`config.mk`:
```
export PLATFORM = sky130hd
export DESIGN_NAME = conv_fifo_scheduler
export DESIGN_NICKNAME = d
export VERILOG_FILES = /design/src/rtl/conv_fifo_scheduler_pkg.sv /design/src/rtl/conv_fifo_scheduler.sv
export SDC_FILE = /design/constraint.sdc
export NUM_CORES = 1
export LEC_CHECK = 0
export CAP_MARGIN = 20
export CORE_ASPECT_RATIO = 1.75
export CORE_MARGIN = 5
export CORE_UTILIZATION = 40
export CTS_CLUSTER_DIAMETER = 80
export CTS_CLUSTER_SIZE = 12
export DETAILED_ROUTE_END_ITERATION = 7
export MAX_ROUTING_LAYER = met4
export PLACE_DENSITY = 0.71
export SLEW_MARGIN = 5
export SYNTH_ARGS = -nofsm -noshare
export SYNTH_HDL_FRONTEND = slang
export SYNTH_SLANG_ARGS = --single-unit
```
`constraint.sdc`:
```
create_clock -name clk -period 4.3 [get_ports clk]
set_input_delay 0.645 -clock clk [delete_from_list [all_inputs] [get_ports clk]]
set_output_delay 0.645 -clock clk [all_outputs]
set_load 0.005 [all_outputs]
```
`src/rtl/conv_fifo_scheduler_pkg.sv`:
```
// Shared constants for the convolution line-buffer scheduler: default widths and FSM encoding.
package conv_fifo_scheduler_pkg;

    localparam int unsigned DefDataWidth   = 32;
    localparam int unsigned DefBufferWidth = 4;
    localparam int unsigned DefBufferSize  = 16;
    localparam int unsigned DefFillThresh  = 9;
    localparam int unsigned DefCntWidth    = 16;

    localparam int unsigned StateWidth = 3;

    localparam logic [StateWidth-1:0] StIdle  = 3'd0;
    localparam logic [StateWidth-1:0] StFill  = 3'd1;
    localparam logic [StateWidth-1:0] StRun   = 3'd2;
    localparam logic [StateWidth-1:0] StDrain = 3'd3;
    localparam logic [StateWidth-1:0] StDone  = 3'd4;

    // States in which upstream words may be accepted.
    function automatic logic is_streaming(input logic [StateWidth-1:0] st);
        return (st == StFill) || (st == StRun);
    endfunction

endpackage

```
`src/rtl/conv_fifo_scheduler.sv`:
```
// Push/pop sequencer for one line-buffer FIFO: fills to a window depth, streams, drains per frame.
module conv_fifo_scheduler
    import conv_fifo_scheduler_pkg::*;
#(
    parameter int unsigned DataWidth   = DefDataWidth,
    parameter int unsigned BufferWidth = DefBufferWidth,
    parameter int unsigned BufferSize  = DefBufferSize,
    parameter int unsigned FillThresh  = DefFillThresh,
    parameter int unsigned CntWidth    = DefCntWidth
) (
    input  logic                 clk,
    input  logic                 aclr_n,
    input  logic                 Start,
    input  logic [CntWidth-1:0]  FrameLen,
    input  logic                 In_Valid,
    input  logic [DataWidth-1:0] In_Data,
    output logic                 In_Ready,
    output logic                 Fifo_Push,
    output logic [DataWidth-1:0] Fifo_DataIn,
    output logic                 Fifo_Pop,
    input  logic                 Fifo_Full,
    input  logic [DataWidth-1:0] Fifo_DataOut,
    output logic                 Out_Valid,
    output logic [DataWidth-1:0] Out_Data,
    input  logic                 Out_Ready,
    output logic                 Busy,
    output logic                 Done,
    output logic                 Err
);

    localparam int unsigned OccWidth = BufferWidth + 1;

    localparam logic [OccWidth-1:0] OccFull   = OccWidth'(BufferSize);
    localparam logic [OccWidth-1:0] OccThresh = OccWidth'(FillThresh);
    localparam logic [OccWidth-1:0] OccOne    = OccWidth'(1);
    localparam logic [CntWidth-1:0] CntOne    = CntWidth'(1);

    logic [StateWidth-1:0] state_q, state_d;
    logic [OccWidth-1:0]   occ_q, occ_d;
    logic [CntWidth-1:0]   in_cnt_q, in_cnt_d;
    logic [CntWidth-1:0]   out_cnt_q, out_cnt_d;
    logic [CntWidth-1:0]   frame_len_q, frame_len_d;
    logic                  pend_q, pend_d;
    logic                  out_valid_q, out_valid_d;
    logic [DataWidth-1:0]  out_data_q, out_data_d;
    logic                  err_q, err_d;

    logic                  in_ready;
    logic                  push;
    logic                  pop;
    logic                  pop_gate;
    logic                  slot_free;
    logic                  load;
    logic                  deliver;
    logic                  in_done;
    logic [CntWidth-1:0]   in_cnt_next;
    logic [CntWidth-1:0]   out_cnt_next;

    // Handshake and FIFO control
    always_comb begin
        in_done   = (in_cnt_q == frame_len_q);
        in_ready  = is_streaming(state_q) && (occ_q < OccFull) && (in_cnt_q < frame_len_q);
        push      = In_Valid && in_ready;
        slot_free = !out_valid_q || Out_Ready;
        deliver   = out_valid_q && Out_Ready;

        pop_gate = 1'b0;
        case (state_q)
            StRun:   pop_gate = (occ_q >= OccThresh) || in_done;
            StDrain: pop_gate = 1'b1;
            default: pop_gate = 1'b0;
        endcase
        pop = slot_free && (occ_q != '0) && pop_gate;

        // The FIFO read port holds its word between pops, so a popped word that cannot
        // enter the output register yet simply waits there.
        load = pend_q && slot_free;

        occ_d = occ_q;
        case ({push, pop})
            2'b10:   occ_d = occ_q + OccOne;
            2'b01:   occ_d = occ_q - OccOne;
            default: occ_d = occ_q;
        endcase

        in_cnt_next  = push ? (in_cnt_q + CntOne) : in_cnt_q;
        out_cnt_next = deliver ? (out_cnt_q + CntOne) : out_cnt_q;
    end

    // Output register
    always_comb begin
        pend_d      = pop || (pend_q && !load);
        out_valid_d = out_valid_q;
        out_data_d  = out_data_q;
        if (load) begin
            out_valid_d = 1'b1;
            out_data_d  = Fifo_DataOut;
        end else if (Out_Ready) begin
            out_valid_d = 1'b0;
        end
        err_d = err_q || (Fifo_Full && (occ_q < OccFull));
    end

    // Frame sequencing
    always_comb begin
        state_d     = state_q;
        frame_len_d = frame_len_q;
        in_cnt_d    = in_cnt_next;
        out_cnt_d   = out_cnt_next;
        case (state_q)
            StIdle: begin
                if (Start) begin
                    frame_len_d = FrameLen;
                    in_cnt_d    = '0;
                    out_cnt_d   = '0;
                    state_d     = (FrameLen == '0) ? StDone : StFill;
                end
            end
            StFill: begin
                if ((occ_d >= OccThresh) || (in_cnt_next == frame_len_q)) begin
                    state_d = StRun;
                end
            end
            StRun: begin
                if (in_done) begin
                    state_d = StDrain;
                end
            end
            StDrain: begin
                if (out_cnt_next == frame_len_q) begin
                    state_d = StDone;
                end
            end
            StDone: begin
                state_d = StIdle;
            end
            default: begin
                state_d = StIdle;
            end
        endcase
    end

    always_ff @(posedge clk or negedge aclr_n) begin
        if (!aclr_n) begin
            state_q     <= StIdle;
            occ_q       <= '0;
            in_cnt_q    <= '0;
            out_cnt_q   <= '0;
            frame_len_q <= '0;
            pend_q      <= 1'b0;
            out_valid_q <= 1'b0;
            out_data_q  <= '0;
            err_q       <= 1'b0;
        end else begin
            state_q     <= state_d;
            occ_q       <= occ_d;
            in_cnt_q    <= in_cnt_d;
            out_cnt_q   <= out_cnt_d;
            frame_len_q <= frame_len_d;
            pend_q      <= pend_d;
            out_valid_q <= out_valid_d;
            out_data_q  <= out_data_d;
            err_q       <= err_d;
        end
    end

    assign In_Ready    = in_ready;
    assign Fifo_Push   = push;
    assign Fifo_DataIn = In_Data;
    assign Fifo_Pop    = pop;
    assign Out_Valid   = out_valid_q;
    assign Out_Data    = out_data_q;
    assign Busy        = (state_q != StIdle);
    assign Done        = (state_q == StDone);
    assign Err         = err_q;

endmodule

```
# --- Word-level counts from Yosys, hierarchy flattened ---
# Index checks and enable logic that the tools add are counted.
word_totals:
  register_bits: 91
  input_bits: 86
  elab_cells: 70
op_classes:
  addsub: 4
  order_cmp: 4
  eq_ne: 13
  mux: 16
  n_reduce_logical: 24
ops:
  columns: ["op", "n"]
  rows:
  - ["$mux 16", 6]
  - ["$eq 16x16->1", 3]
  - ["$add 16x1->16 const B", 2]
  - ["$logic_not 16->1", 1]
  - ["$lt 16x16->1", 1]
  - ["$mux 3", 5]
  - ["$pmux 3 s4", 1]
  - ["$ge 5x4->1 const B", 2]
  - ["$pmux 5 s2", 1]
  - ["$logic_and 1x1->1", 9]
  - ["$eq 3x2->1 const B", 2]
  - ["$logic_or 1x1->1", 6]
  - ["$ne 2x2->1 const B", 3]
  - ["$add 5x1->5 const B", 1]
  - ["$lt 5x5->1 const B", 1]
  - ["$reduce_bool 5->1", 1]
  - ["$sub 5x1->5 const B", 1]
  - ["$reduce_and 4->1", 1]
  - ["$eq 3x1->1 const B", 1]
  - ["$eq 3x3->1 const B", 1]
  - ["$logic_not 3->1", 1]
  - ["$reduce_bool 3->1", 1]
  - ["$eq 2x1->1 const B", 1]
  - ["$eq 2x2->1 const B", 1]
  - ["other kinds (6)", 8]

# --- Logic depth before layout (Yosys ltp) ---
logic_depth:
  depth_word: 11
  mapped_depth: 22
  depth_no_buf: 19

# --- Worst setup path after synthesis ---
# No wires, ideal clock.
synth_path:
  kind: "reg2reg"
  start: "register in_cnt_q[15]"
  end: "register state_q[0]"
  arrival_time_ns: 4.338
  required_time_ns: 4.224
  setup_slack_ns: -0.114
  path_stages_with_launch: 21
  path_cell_list: "dfrtp_1 ha_1 a2111oi_2 o211ai_1 o21bai_4 buf_6 or3_4 inv_2 buf_6 nand2_1 ha_1 fa_1 a21o_1 a21oi_1 xor2_1 nor2_1 xnor2_1 nor4bb_1 inv_1 o221a_1 o21ai_1"
synth_rtl:
  columns: ["item", "line", "source"]
  rows:
  - ["start, declared", "conv_fifo_scheduler.sv:40", "logic [CntWidth-1:0] in_cnt_q, in_cnt_d;"]
  - ["start signal, assigned", "conv_fifo_scheduler.sv:157", "in_cnt_q <= in_cnt_d;"]
  - ["$lt 16x16->1 (*)", "conv_fifo_scheduler.sv:62", "in_ready = is_streaming(state_q) && (occ_q < OccFull) && (in_cnt_q < frame_len_q);"]
  - ["$logic_and 1x1->1 (*)", "conv_fifo_scheduler.sv:62", null]
  - ["via In_Ready", "conv_fifo_scheduler.sv:17", "output logic In_Ready,"]
  - ["$logic_and 1x1->1 (*)", "conv_fifo_scheduler.sv:63", "push = In_Valid && in_ready;"]
  - ["$eq 2x1->1 / $eq 2x2->1 (equally long branches)", "conv_fifo_scheduler.sv:80", "case ({push, pop})"]
  - ["$pmux 5 s2", "conv_fifo_scheduler.sv:80", null]
  - ["$ge 5x4->1", "conv_fifo_scheduler.sv:120", "if ((occ_d >= OccThresh) || (in_cnt_next == frame_len_q)) begin"]
  - ["$logic_or 1x1->1 (*)", "conv_fifo_scheduler.sv:120", null]
  - ["$ne 2x1->1 (no line) (*)", null, null]
  - ["$reduce_and 4->1 (no line) (*)", null, null]
  - ["end signal, assigned", "conv_fifo_scheduler.sv:145", "state_q <= StIdle;"]
  - ["end signal, assigned", "conv_fifo_scheduler.sv:155", "state_q <= state_d;"]
  - ["end, declared", "conv_fifo_scheduler.sv:38", "logic [StateWidth-1:0] state_q, state_d;"]
# Mark *: on every way through the listed nets, which the timed path passes. The rest lies on a longest branch.
# A chain may end at the register's enable or synchronous reset.

# --- Final worst setup path ---
layout_path:
  start: "register in_cnt_q[13]"
  end: "register state_q[0]"
layout_between:
  elab_chain_cells: 10
layout_lines:
  columns: ["item", "line", "source"]
  rows:
  - ["parallel branches: the longest is 5 deep, another holds $lt 16x16->1", null, null]
  - ["$pmux 5 s2 (*)", "conv_fifo_scheduler.sv:80", null]
  - ["via occ_d[1]", "conv_fifo_scheduler.sv:39", "logic [OccWidth-1:0] occ_q, occ_d;"]
  - ["$ge 5x4->1 (*)", "conv_fifo_scheduler.sv:120", null]
  - ["$logic_or 1x1->1 (*)", "conv_fifo_scheduler.sv:120", null]
  - ["$ne 2x1->1 (no line) (*)", null, null]
  - ["$reduce_and 4->1 (no line) (*)", null, null]
# Mark *: on every way through the listed nets, which the timed path passes.

==> impl_metrics.ini <==
[synth]
synth.area.top_cells = dfrtp_1 (40%), mux2_2 (6.9%), ha_1 (4.8%)
yosys_warnings = 0
syn_avg_cell_area_sq_um = 9.76
syn_area_sq_mm = 0.00573
netlist_instances = 587
synth.most_common_cell = dfrtp_1
synth_common_cells = dfrtp_1 (91), nor2_1 (53), nand2_1 (49), mux2_2 (35), buf_4 (33)
synthFlopType = dfrtp_1
synth_cell_type_count = 68
yosysSeqAreaShare_pct = 39.8
ys_ff_latch = 91
synth_nets = 696
synth_edf_count = 0
async_flop_share_pct = 100
netlist.top_cell.by_area = dfrtp_1
synth_top_area_share_pct = 39.8

[floorplanning]
io_pins = 157
dieArea_sq_mm = 0.0169
core_sq_mm = 0.0142
die_h_um = 168
die_w_um = 100
initial_core_util_pct = 40.3
row_count = 58

[global_route]
antenna_found_initial = 0
grt_max_degree = 64
grt_pass1_wl_mm = 28.1
grt_usage_pct = 21.9
overflow = 0
grt_pass1_vias = 5380

[setup_path]
worst_setup_path_end_kind = flip-flop
cp.arrival_ns = 4.29
cp.required_ns = 4.57
critPathLaunchType = flip-flop
reg2reg_slack_ns = 0.27
cp_max_fo = 5
path_class = reg -> reg

[placement]
gp_congestion = 1.00
io_buffers = 92
dp_hpwl_mm = 13.7
place_area_sq_mm = 0.00680

[sta]
drv_slew = 0
hold_violations = 0
finalSetupTns_ns = 0
period_minus_slack_ns = 4.03
grt_setup_unrepaired = no
slew_headroom_pct = 42.7
setup_viol = 0
fmax_mhz = 248
fin_skew_ns = 0.0118
post-route-period-util_pct = 93.6
worst_slew_pin_slew_ns = 0.859

[routing]
drc_errors = 0
viasPerCell = 5.85
wirelength_mm = 17.5
dr.pass1.iters = 7
routedWlPerCell_um = 20.5
postRouteAntennaNets = 0
drt_iter0_drc = 275
via_count = 5002

[clock_tree]
cts_hold_buf = 0
clk_path_buf_depth = 2
cts_buffers = 9
tritoncts = done
cts_max_level = 3
clk-insertion-delay-late_ns = 0.35
cts_num_sinks = 91
cts-root-buf = clkbuf_16
path_clk_slew_ns = 0.07

[job]
drv_cap = 0

[status]
status = finished clean

[layout]
n_antenna_cell = 0
area_growth_pct = 25.5
drive_above_1_share_pct = 16.6
final_area_sq_mm = 0.00719
num-nets-final = 780

[pwr]
power.density_mw_per_mm2 = 659
ir_drop_mv = 0.364
power_leakage_uw = 0.00304

[worst_hold_path]
min_path_type = in -> async
==> critical path, stage by stage, from the launching register on <==
cell	delay (ns)
dfrtp_1	0.43
ha_1	0.36
nand4_2	0.14
buf_4	0.19
a2111oi_2	0.39
or3_4	0.23
inv_2	0.04
nand2_1	0.13
ha_4	0.18
fa_2	0.44
mux2_2	0.30
o31ai_2	0.28
nor4bb_4	0.39
inv_1	0.10
o221a_1	0.27
o21ai_1	0.08
==> area by class of cell <==
cell class | count | area, sq um
repair buffers | 129 | 1200
flip-flops and latches | 91 | 2280
clock inverters | 4 | 73.8
fillers | 1354 | 7040
well taps | 180 | 225
clock buffers | 11 | 253
multi-input cells | 413 | 3060
inverters | 27 | 101
==> routing by layer <==
layer	vias to the layer above	GRT usage, %	share of wire [%]
met2	287	35.8	50
met1	2373	22.9	35
met3	103	4.81	6.5
li1	2239	-	-
met4	0	15.7	8.6
met5	-	-	0
==> stage by stage <==
step | setup slack (ns) | instances | util (%) | hold WS, ns | total power (uW)
after floorplan | 0.0150 | 587 | - | 0.349 | 2760
after global placement | 0.174 | 837 | 47.8 | 0.438 | 3700
after detailed placement | 0.106 | 837 | 47.8 | 0.448 | 3770
after CTS | 0.0623 | 852 | 50.1 | 0.449 | 4670
after global routing | 0.0107 | 855 | 50.5 | 0.491 | 5030
final | 0.274 | 855 | 50.5 | 0.414 | 4740
==> logic make-up (layout without fill, tap and decap cells) <==
family                   count (synthesis)  after routing  synth area share [%]
adder cells (fa/ha/maj)                 23             23                  5.16
buffers and inverters                   83            171                  7.95
multiplexers                            38             38                  7.41
AO/OA/AOI/OAI                           92             92                  11.9
flip-flops                              91             91                  39.8
AND/OR/NAND/NOR                        209            209                  19.4
XOR/XNOR                                51             51                  8.52
==> final timing paths <==
check | end | cells past startpoint | start
min in group clk | Err$_DFF_PN0_ | 1 | Err$_DFF_PN0_
min | frame_len_q[0]$_DFFE_PN0P_ | 1 | aclr_n
max reg2reg | state_q[0]$_DFFE_PN0P_ | 15 | in_cnt_q[13]$_DFF_PN0_
max | state_q[0]$_DFFE_PN0P_ | 15 | in_cnt_q[13]$_DFF_PN0_
min reg2reg | Err$_DFF_PN0_ | 1 | Err$_DFF_PN0_
max in group asynchronous | occ_q[2]$_DFF_PN0_ | 2 | aclr_n
==> cell usage in the layout, fill, tap and decap left out, types with 3 or more instances in the layout <==
| cell type | instances |
|---|---|
| a21o_1 | 7 |
| a21oi_1 | 16 |
| a311oi_1 | 5 |
| a31oi_1 | 4 |
| and2_1 | 4 |
| and3_1 | 4 |
| and4_1 | 6 |
| buf_4 | 38 |
| clkbuf_16 | 9 |
| clkdlybuf4s50_1 | 91 |
| dfrtp_1 | 91 |
| ha_1 | 20 |
| inv_1 | 24 |
| inv_2 | 3 |
| mux2_2 | 35 |
| mux2i_1 | 3 |
| nand2_1 | 49 |
| nand2b_1 | 7 |
| nand3_1 | 18 |
| nand4_1 | 17 |
| nor2_1 | 52 |
| nor2b_1 | 3 |
| nor3_1 | 11 |
| nor4_1 | 16 |
| nor4_2 | 3 |
| o211ai_1 | 3 |
| o21ai_0 | 20 |
| o221ai_1 | 4 |
| o22ai_1 | 4 |
| or3_1 | 4 |
| xnor2_1 | 29 |
| xnor3_1 | 3 |
| xor2_1 | 19 |
==> sequential cells by signal, summed over array words and instances (netlist names) <==
name	cells
Out_Data	32
frame_len_q	16
in_cnt_q	16
out_cnt_q	16
occ_q	5
state_q	3
Err	1
Out_Valid	1
pend_q	1
==> what timing repair did <==
action                                  4_1_cts  5_1_grt
endpoints found under the setup margin        0        2
buffers inserted                              0        3
gates resized for setup                       0        9
==> where the power goes <==
| group | internal, uW | switching [uW] |
|---|---|---|
| Clock | 538 | 342 |
| Combinational | 1260 | 1180 |
| Sequential | 1160 | 252 |
| Total | 2960 | 1770 |
Power figures use the tool's default switching activity.
